**config.mk**
```make
export PLATFORM = sky130hd
export DESIGN_NAME = text_write_scheduler
export DESIGN_NICKNAME = d
export VERILOG_FILES = /design/src/rtl/text_write_scheduler.sv
export SDC_FILE = /design/constraint.sdc
export NUM_CORES = 1
export LEC_CHECK = 0
export ABC_AREA = 1
export ABC_CLOCK_PERIOD_IN_PS = 5900
export CORE_MARGIN = 2
export CORE_UTILIZATION = 56
export DETAILED_ROUTE_END_ITERATION = 16
export GPL_ROUTABILITY_DRIVEN = 0
export PLACE_DENSITY = 0.87
export SLEW_MARGIN = 10
export SYNTH_ARGS = -nofsm -noshare
export SYNTH_HDL_FRONTEND = slang
export SYNTH_SLANG_ARGS = --single-unit
```
**constraint.sdc**
```tcl
create_clock -name clock -period 5.9 [get_ports clock]
set_input_delay 1.18 -clock clock [delete_from_list [all_inputs] [get_ports clock]]
set_output_delay 1.18 -clock clock [all_outputs]
set_load 0.05 [all_outputs]
```
**src/rtl/text_write_scheduler.sv**
```systemverilog
// text_write_scheduler
// Round-robin arbiter between the UART and keypad byte sources. Printable
// bytes go through the character-ID encoder and land at the cursor cell of
// the text-screen RAM. Backspace, carriage return and form feed are handled
// locally without the encoder.
module text_write_scheduler #(
   parameter int COLS     = 80,
   parameter int ROWS     = 30,
   parameter int ADDR_W   = 12,
   parameter int BLANK_ID = 128
) (
   input  logic              clock,
   input  logic              reset,
   input  logic              valid0,
   input  logic [7:0]        data0,
   output logic              ready0,
   input  logic              valid1,
   input  logic [7:0]        data1,
   output logic              ready1,
   output logic              enc_we,
   output logic [7:0]        enc_data,
   input  logic [7:0]        enc_char_id,
   output logic              mem_we,
   output logic [ADDR_W-1:0] mem_addr,
   output logic [7:0]        mem_data,
   output logic [ADDR_W-1:0] cursor,
   output logic              busy
);

   localparam int CELLS = COLS * ROWS;
   localparam logic [ADDR_W-1:0] LAST_CELL = ADDR_W'(CELLS - 1);
   localparam logic [ADDR_W-1:0] COLS_A    = ADDR_W'(COLS);
   localparam logic [ADDR_W-1:0] LAST_ROW  = ADDR_W'(ROWS - 1);
   localparam logic [7:0]        BLANK     = 8'(BLANK_ID);
   localparam logic [7:0]        CH_BS     = 8'h08;
   localparam logic [7:0]        CH_FF     = 8'h0C;
   localparam logic [7:0]        CH_CR     = 8'h0D;

   typedef enum logic [1:0] {IDLE, ENCODE, WRITE, CLEAR} state_t;

   state_t            state, state_nxt;
   logic              last_grant;   // port granted most recently (1 = port 1)
   logic              grant1;       // current grant points at port 1
   logic              xfer;         // a byte moves this cycle
   logic [7:0]        in_byte;      // byte from the granted port
   logic [7:0]        byte_q;       // byte being processed
   logic [ADDR_W-1:0] clr_cnt;      // form-feed sweep address

   // Advance one cell, wrapping from the last cell of the screen to 0.
   function automatic logic [ADDR_W-1:0] cell_inc(input logic [ADDR_W-1:0] c);
      return (c == LAST_CELL) ? '0 : c + 1'b1;
   endfunction

   // First cell of the following row, wrapping from the last row to 0.
   function automatic logic [ADDR_W-1:0] next_row(input logic [ADDR_W-1:0] c);
      logic [ADDR_W-1:0] row;
      row = c / COLS_A;
      return (row >= LAST_ROW) ? '0 : (row + 1'b1) * COLS_A;
   endfunction

   // Round-robin grant; ready is only offered in IDLE and to one port at most.
   always_comb begin
      if (valid0 && valid1) grant1 = ~last_grant;
      else                  grant1 = valid1;
      ready0  = (state == IDLE) && valid0 && !grant1;
      ready1  = (state == IDLE) && valid1 && grant1;
      xfer    = ready0 || ready1;
      in_byte = grant1 ? data1 : data0;
   end

   // State register.
   always_ff @(posedge clock or posedge reset) begin
      if (reset) state <= IDLE;
      else       state <= state_nxt;
   end

   // Next-state decode: control bytes bypass the encoder.
   always_comb begin
      state_nxt = state;
      case (state)
         IDLE: begin
            if (xfer) begin
               case (in_byte)
                  CH_BS:   state_nxt = (cursor != '0) ? WRITE : IDLE;
                  CH_CR:   state_nxt = IDLE;
                  CH_FF:   state_nxt = CLEAR;
                  default: state_nxt = ENCODE;
               endcase
            end
         end
         ENCODE: state_nxt = WRITE;
         WRITE:  state_nxt = IDLE;
         CLEAR:  if (clr_cnt == LAST_CELL) state_nxt = IDLE;
         default: state_nxt = IDLE;
      endcase
   end

   // Outputs are decoded from state so an asynchronous reset drops them at once.
   always_comb begin
      enc_we   = 1'b0;
      enc_data = '0;
      mem_we   = 1'b0;
      mem_addr = '0;
      mem_data = '0;
      busy     = (state != IDLE);
      case (state)
         ENCODE: begin
            enc_we   = 1'b1;
            enc_data = byte_q;
         end
         WRITE: begin
            mem_we   = 1'b1;
            mem_addr = cursor;
            mem_data = (byte_q == CH_BS) ? BLANK : enc_char_id;
         end
         CLEAR: begin
            mem_we   = 1'b1;
            mem_addr = clr_cnt;
            mem_data = BLANK;
         end
         default: ;
      endcase
   end

   // Accepted byte; only consumed in states entered after a transfer.
   always_ff @(posedge clock) begin
      if (xfer) byte_q <= in_byte;
   end

   // Cursor, clear counter and round-robin pointer.
   always_ff @(posedge clock or posedge reset) begin
      if (reset) begin
         cursor     <= '0;
         clr_cnt    <= '0;
         last_grant <= 1'b1;
      end else begin
         case (state)
            IDLE: begin
               if (xfer) begin
                  last_grant <= grant1;
                  case (in_byte)
                     CH_BS:   if (cursor != '0) cursor <= cursor - 1'b1;
                     CH_CR:   cursor  <= next_row(cursor);
                     CH_FF:   clr_cnt <= '0;
                     default: ;
                  endcase
               end
            end
            WRITE: begin
               // Backspace already moved the cursor back on acceptance.
               if (byte_q != CH_BS) cursor <= cell_inc(cursor);
            end
            CLEAR: begin
               clr_cnt <= clr_cnt + 1'b1;
               if (clr_cnt == LAST_CELL) cursor <= '0;
            end
            default: ;
         endcase
      end
   end

endmodule

```
==> results_dict.tcl, run 1 <==
set metrics [dict create \
    status "finished, final reports clean" \
    cap_violations 0 \
    area_delta_synth_final_pct 24.53 \
    top_usage_layer "met2" \
    clk_path_buf_depth 2 \
    cts_buffers 5 \
    tritoncts "done" \
    critPathCaptureType "primary output" \
    reg2reg_slack_ns 1.47 \
    nFillCells 469 \
    grt_pass1_wl_microns 15120 \
    rsz0062_at_grt "no" \
    grt_use_total_pct 29.32 \
    avgSynthCellArea_sq_um 6.996 \
    drc_errors 0 \
    slew_violations 0 \
    cts_resized 0 \
    hold_viol_final 0 \
    drive_gt1_share_pct 10.22 \
    antenna_cells 0 \
    syn_area_sq_um 3372 \
    core_sq_um 5886 \
    pin_count 73 \
    postRouteAntennaNets 0 \
    path_max_fanout 11 \
    yosysWarningCount 0 \
    cp.arrival_ns 3.31 \
    fin_nets 592 \
    tns_ns 0 \
    port_buffers 72 \
    totalWireLength_microns 9154 \
    drt-initial-drc-count 484 \
    grt_max_degree 28 \
    drt-pass1-iter-count 7 \
    max_slew_margin_pct 31.52 \
    ctsHoldBuffers 0 \
    use_met1_pct 39.99 \
    clk_pin_slew_ns 0.07 \
    cp.required_ns 4.72 \
    crit_path_start_kind "primary input" \
    hp-start "last_grant" \
    clock_latency_ns 0.30 \
    htree_levels 2 \
    vias 3525 \
    ys.flop_type "dfrtp_1" \
    grt_antenna_before_repair 0 \
    crit_path_start "valid0" \
    rr_worst_depth 29 \
    min_to "last_grant" \
    ys_seq_area_share_pct 27.20 \
    min_period_ns 4.491 \
    hold_depth 2 \
    max_freq_mhz 222.7 \
    ys_ff_latch 35 \
    synth_cell_types 50 \
    regArea_sq_um 917.1 \
    die_h_microns 81.60 \
    grt_pass1_vias 3221 \
    finClkSkew_ns 0.01173 \
    synthCells 482 \
    r2r-end "cursor[11]" \
    dp_hpwl_microns 7157 \
    rr_startpoint "cursor[7]" \
    cts_root_buf "clkbuf_8" \
    post_cts_buffers 0 \
    use_met2_pct 46.07 \
    viasPerCell 5.658 \
    rows 28 \
    gr-total-overflow 0 \
    synth_edf_count 8 \
    multi_input_area_sq_um 2041 \
    setup_viol 0 \
    criticalPathCategory "in -> out" \
    synth_nets 527 \
    routedWlPerCell_microns 14.69 \
    hp-class "reg -> reg" \
    cts_sinks 35 \
    period_share_pct 76.12 \
    initial_utilization_pct 57.29 \
    die_x_microns 81.60 \
    global_route.usage.met3_pct 5.714 \
    die_area_sq_um 6658 \
    async_flop_share_pct 77.14 \
    worst_pin_slew_ns 1.021 \
]
-- critical path, cell delays in order --
cell	delay [ns]
clkdlybuf4s50_1	0.48
nand2_1	0.06
nand2_1	0.26
inv_1	0.19
nor3_1	0.25
clkdlybuf4s50_1	0.89
-- registers in the layout (all words and copies together), names as in the netlist --
register	count
cursor	12
clr_cnt	12
state	2
byte_q	8
last_grant	1
-- per-stage QoR --
step	instances	hold WS (ns)	setup WS (ns)	util, %	area [sq um]
finish	623	0.5086	1.409	71.34	4199
global route	623	0.5604	1.049	71.34	4199
CTS	623	0.5115	1.407	71.34	4199
detailed placement	615	0.5005	1.470	69.52	4091
global placement	615	0.4914	1.540	69.52	4091
floorplan	482	0.4669	1.718	-	3372
-- cells in the final DEF (no fill, tap or decap), types with 5 or more instances in the layout --
master,netlist,routed
a21oi_1,16,16
clkbuf_8,1,5
clkdlybuf4s50_1,0,72
dfrtp_1,26,26
edfxtp_1,8,8
ha_1,16,16
inv_1,71,70
inv_2,6,6
nand2_1,84,84
nand2_2,12,12
nand2_4,10,10
nand3_1,28,28
nand3_2,5,5
nand4_1,7,7
nor2_1,63,63
nor3_1,16,16
nor4_1,7,7
o21ai_0,20,20
o22ai_1,15,15
xor2_1,13,13
-- how the worst max path moves through the flow --
stage,end,depth (start not counted)
6_report,ready0,6
4_1_cts,ready0,6
3_5_place_dp,ready0,6
5_1_grt,cursor[11],34
3_3_place_gp,cursor[8],16
2_1_floorplan,cursor[9],32
-- cell usage after synthesis, types with 3 or more instances --
library cell,instances,area [sq um]
nor2_1,63,236.5
ha_1,16,200.2
edfxtp_1,8,240.2
buf_6,3,33.78
nand2_4,10,112.6
nand3_1,28,140.1
xnor2_1,4,35.03
a21oi_1,16,80.08
a41oi_1,4,35.03
dfrtp_1,26,650.6
o21ai_0,20,100.1
or2_2,4,25.02
inv_1,71,266.5
xor2_1,13,113.9
o211ai_1,3,22.52
nor3_1,16,80.08
nand2_1,84,315.3
a31oi_1,3,18.77
clkbuf_1,6,22.52
o22ai_1,15,93.84
clkinv_1,3,11.26
nand3_2,5,50.05
nand4_1,7,43.79
nand2_2,12,75.07
nor4_1,7,43.79
inv_2,6,22.52
-- metal layers --
| layer | wire (microns) | vias to the layer above | part of all wire [%] |
|---|---|---|---|
| li1 | - | 1710 | - |
| met1 | 3915 | 1599 | 43 |
| met2 | 4221 | 182 | 46 |
| met3 | 745 | 34 | 8.1 |
| met4 | 272 | 0 | 3.0 |
| met5 | 0 | - | 0 |
-- kinds of logic after synthesis --
logic type	after synthesis	synth area share, %
adder cells (fa/ha/maj)	17	6.531
XOR/XNOR	17	4.416
flip-flops	35	27.20
other	1	0.1112
multiplexers	1	0.2969
buffers and inverters	97	12.28
AO/OA/AOI/OAI	73	13.69
AND/OR/NAND/NOR	241	35.47
-- cell type report --
type,instances,share of cell area (%)
sequential,35,21.84
tap,75,2.235
inverter,82,7.420
timing repair buffer,73,17.34
clock buffer,6,2.235
multi-input combinational,350,48.60
clock inverter,2,0.3278
Power of run 1 is not shown: default switching activity piles up to over one toggle a cycle in this logic, so the estimate is an artifact.
==> run 2, diff against run 1 <==
ABC_CLOCK_PERIOD_IN_PS = 3640   (was 5900)
CORE_UTILIZATION = 47   (was 56)
PLACE_DENSITY = 0.78   (was 0.87)
clock period = 3.64 ns   (was 5.9 ns; I/O delays follow)
==> results_dict.tcl, run 2 (synthesized netlist as in run 1, its figures left out) <==
set metrics [dict create \
    vias 3752 \
    drt-initial-drc-count 485 \
    pin_count 73 \
    tritoncts "done" \
    cts_root_buf "clkbuf_8" \
    crit_path_start "cursor[9]" \
    postRouteAntennaNets 0 \
    slowest_stage "dfrtp_2" \
    max_freq_mhz 240.0 \
    reg2reg_slack_ns -0.53 \
    dp_hpwl_microns 7667 \
    reg_top3 "clr_cnt (12), cursor (12), byte_q (8)" \
    port_buffers 72 \
    grt_pass1_vias 3495 \
    viasPerCell 5.422 \
    cp.required_ns 3.86 \
    gr-total-overflow 0 \
    slew_violations 0 \
    core_sq_um 6869 \
    violations "setup timing" \
    critPathMostFrequentCell "nand2_2" \
    totalWireLength_microns 10440 \
    clk_pin_slew_ns 0.08 \
    rows 30 \
    period_share_pct 114.5 \
    max_slew_margin_pct 59.40 \
    rsz0062_at_grt "yes" \
    cts_buffers 5 \
    hold_ws_ns 0.5117 \
    cap_violations 0 \
    setup.worst_path.end "cursor[9]" \
    grt_antenna_before_repair 0 \
    r2r-end "cursor[9]" \
    rr_startpoint "cursor[9]" \
    cp.arrival_ns 4.39 \
    min_period_ns 4.166 \
    fin_ws_ns -0.5261 \
    setup_viol 5 \
    die_x_microns 88.70 \
    worst_pin_slew_ns 0.6034 \
    grt_use_total_pct 25.73 \
    status "finished with violations" \
    critPathCaptureType "register" \
    drc_errors 0 \
    die_area_sq_um 7868 \
    area_delta_synth_final_pct 42.86 \
    clk_path_buf_depth 2 \
    htree_levels 2 \
    fin_nets 640 \
    path_max_fanout 7 \
    grt_pass1_wl_microns 15910 \
    tns_ns -1.396 \
    place_area_sq_um 4464 \
    finClkSkew_ns 0.009641 \
    drt-pass1-iter-count 6 \
    clock_latency_ns 0.30 \
    rr_worst_depth 28 \
    final_cell_area_sq_um 4817 \
    hold_viol_final 0 \
    cts_sinks 35 \
    antenna_cells 0 \
    routedWlPerCell_microns 15.08 \
    crit_path_start_kind "register" \
    drive_gt1_share_pct 22.82 \
    die_h_microns 88.70 \
    critPathMaxStageDelay_ns 0.50 \
    grt_max_degree 20 \
    initial_utilization_pct 49.09 \
    final_cell_mix "nand2_1 (76), inv_1 (71), clkdlybuf4s50_1 (71), nor2_1 (62), buf_4 (49)" \
    criticalPathCategory "reg -> reg" \
    hp-class "reg -> reg" \
    final_common_cell "nand2_1" \
]
==> run 2: worst max-delay path, delay by kind of cell (launching register included) <==
family,cells,cell delay [ns]
AOI/OAI and AO/OA,3,0.51
xor gates and xnor gates,2,0.36
adders and majority gates,3,0.82
buffers and inverters,5,0.58
DFF,1,0.50
and+or+nand+nor,15,1.31
==> run 2: worst min path at each step <==
| stage | start | end | cells after the start |
|---|---|---|---|
| floorplan | last_grant | last_grant | 2 |
| global placement | last_grant | last_grant | 2 |
| detailed placement | last_grant | last_grant | 2 |
| CTS | last_grant | last_grant | 2 |
| global route | last_grant | last_grant | 2 |
| finish | last_grant | last_grant | 2 |
==> run 2: final cells by class <==
cell class / instances / area (sq um)
multi-input cells: 350 / 2275
fillers: 535 / 2052
repair buffers: 121 / 1099
flip-flops and latches: 35 / 920.9
inverters: 82 / 317.8
well taps: 96 / 120.1
clock buffers: 6 / 72.57
clock inverters: 2 / 12.51
==> run 2: repair_timing <==
| item | CTS | global route |
|---|---|---|
| buffers inserted | 5 | 6 |
| endpoints found under the setup margin | 4 | 8 |
| hold buffers | 0 | 0 |
| pin swaps | 8 | 19 |
| gates resized for setup | 9 | 22 |
| gates cloned | 0 | 0 |
==> run 2: through the flow <==
step	worst slack [ns]	utilization (%)	cells
floorplan	-0.3355	-	482
global placement	-0.1703	64.99	673
detailed placement	-0.2851	64.99	673
CTS	-0.2994	67.61	686
global route	-0.6595	70.13	692
finish	-0.5261	70.13	692
==> run 2: routing by layer <==
| layer | vias up | wire length [microns] | global-route usage (%) |
|---|---|---|---|
| li1 | 1797 | - | - |
| met1 | 1732 | 4409 | 34.42 |
| met2 | 187 | 4981 | 41.32 |
| met3 | 36 | 751 | 5.037 |
| met4 | 0 | 295 | 9.229 |
| met5 | - | 0 | 0 |
Power of run 2 is left out for the same reason.
==> run 3, diff against run 2 <==
CORE_ASPECT_RATIO = 0.7   (was unset)
==> results_dict.tcl, run 3 (synthesized netlist as in run 1, its figures left out) <==
set metrics [dict create \
    critPathCaptureType "register" \
    initial_utilization_pct 49.22 \
    slowest_stage "dfrtp_2" \
    finish.utilization_pct 70.63 \
    vias 3871 \
    period_share_pct 110.3 \
    slew_violations 0 \
    use_met2_pct 44.16 \
    tritoncts "done" \
    totalWireLength_microns 11320 \
    fin_ws_ns -0.3759 \
    min_period_ns 4.016 \
    rr_startpoint "cursor[11]" \
    grt_antenna_before_repair 0 \
    grt_pass1_wl_microns 17350 \
    clk_pin_slew_ns 0.07 \
    path_max_fanout 5 \
    die_h_microns 74.87 \
    final_cell_mix "nand2_1 (75), inv_1 (69), nor2_1 (60), clkdlybuf4s50_1 (59), buf_4 (55)" \
    use_met1_pct 38.83 \
    hp-class "reg -> reg" \
    dp_hpwl_microns 8169 \
    die_area_sq_um 7879 \
    antenna_cells 0 \
    port_buffers 72 \
    crit_path_start_kind "register" \
    final_cell_area_sq_um 4838 \
    crit_path_start "cursor[11]" \
    drive_gt1_share_pct 26.01 \
    fin_nets 636 \
    reg_top3 "clr_cnt (12), cursor (12), byte_q (8)" \
    status "finished with violations" \
    top_usage_layer "met2" \
    critPathMaxStageDelay_ns 0.45 \
    cp.required_ns 3.87 \
    area_delta_synth_final_pct 43.49 \
    gr-total-overflow 0 \
    htree_levels 2 \
    clk_path_buf_depth 2 \
    rsz0062_at_grt "yes" \
    violations "setup timing" \
    cts_sinks 35 \
    max_freq_mhz 249.0 \
    hp-start "last_grant" \
    hold_viol_final 0 \
    worst_pin_slew_ns 0.7723 \
    ctsHoldBuffers 0 \
    viasPerCell 5.643 \
    crit_family "simple AND/OR/NAND/NOR gates" \
    place_area_sq_um 4432 \
    pin_count 73 \
    drt-pass1-iter-count 5 \
    cap_violations 0 \
    final_common_cell "nand2_1" \
    grt_use_total_pct 28.11 \
    rows 25 \
    criticalPathCategory "reg -> reg" \
    grt_pass1_vias 3546 \
    finClkSkew_ns 0.008601 \
    grt_max_degree 20 \
    postRouteAntennaNets 0 \
    core_sq_um 6850 \
    max_slew_margin_pct 48.46 \
    routedWlPerCell_microns 16.50 \
    die_x_microns 105.2 \
    global_route.usage.met3_pct 6.580 \
    path_buf_inv 5 \
    cts_root_buf "clkbuf_8" \
    clock_latency_ns 0.30 \
    cp.arrival_ns 4.24 \
    drc_errors 0 \
    setup_viol 4 \
    cts_buffers 5 \
    drt-initial-drc-count 432 \
]
run 3: tightest hold or removal path: cells and delay by family (launching register included):
family             cells  cell delay (ns)
DFF                    1             0.37
AOI/OAI and AO/OA      1             0.08
and+or+nand+nor        1             0.05
run 3: through the flow:
| step | hold WS [ns] | setup WS (ns) | setup TNS, ns | instances |
|---|---|---|---|---|
| finish | 0.5035 | -0.3759 | -1.098 | 686 |
| global route | 0.5637 | -0.5594 | -2.058 | 686 |
| CTS | 0.5121 | -0.3173 | -0.9288 | 682 |
| detailed placement | 0.4909 | -0.3424 | -0.8635 | 671 |
| global placement | 0.4844 | -0.1755 | -0.4070 | 671 |
| floorplan | 0.4669 | -0.3355 | -0.8037 | 482 |
run 3: cell type report:
class	instances	area, sq um
multi-input combinational	350	2301
clock buffer	6	72.57
sequential	35	920.9
clock inverter	2	60.06
timing repair buffer	117	1046
fill	523	2012
inverter	82	320.3
tap	94	117.6
run 3: final timing paths:
kind                               end  cells after the start  slack (ns)
max                         cursor[11]                     34       -0.38
min reg2reg                 last_grant                      2        0.50
min                         last_grant                      2        0.50
max reg2reg                 cursor[11]                     34       -0.38
max in group asynchronous  clr_cnt[10]                      3        2.13
min in group asynchronous    cursor[7]                      2        0.87
run 3: timing repair:
item                       in CTS  in global routing
setup endpoints to repair       4                  9
pin swaps                      14                 12
gates resized for setup        15                 28
hold endpoints to repair        0                  0
setup buffers                   5                  5
run 3: per-layer routing:
| layer | vias to the layer above | wire length, microns |
|---|---|---|
| met3 | 41 | 1108 |
| met5 | - | 0 |
| met2 | 249 | 4951 |
| li1 | 1802 | - |
| met4 | 0 | 306 |
| met1 | 1779 | 4953 |
Power of run 3 is left out for the same reason.
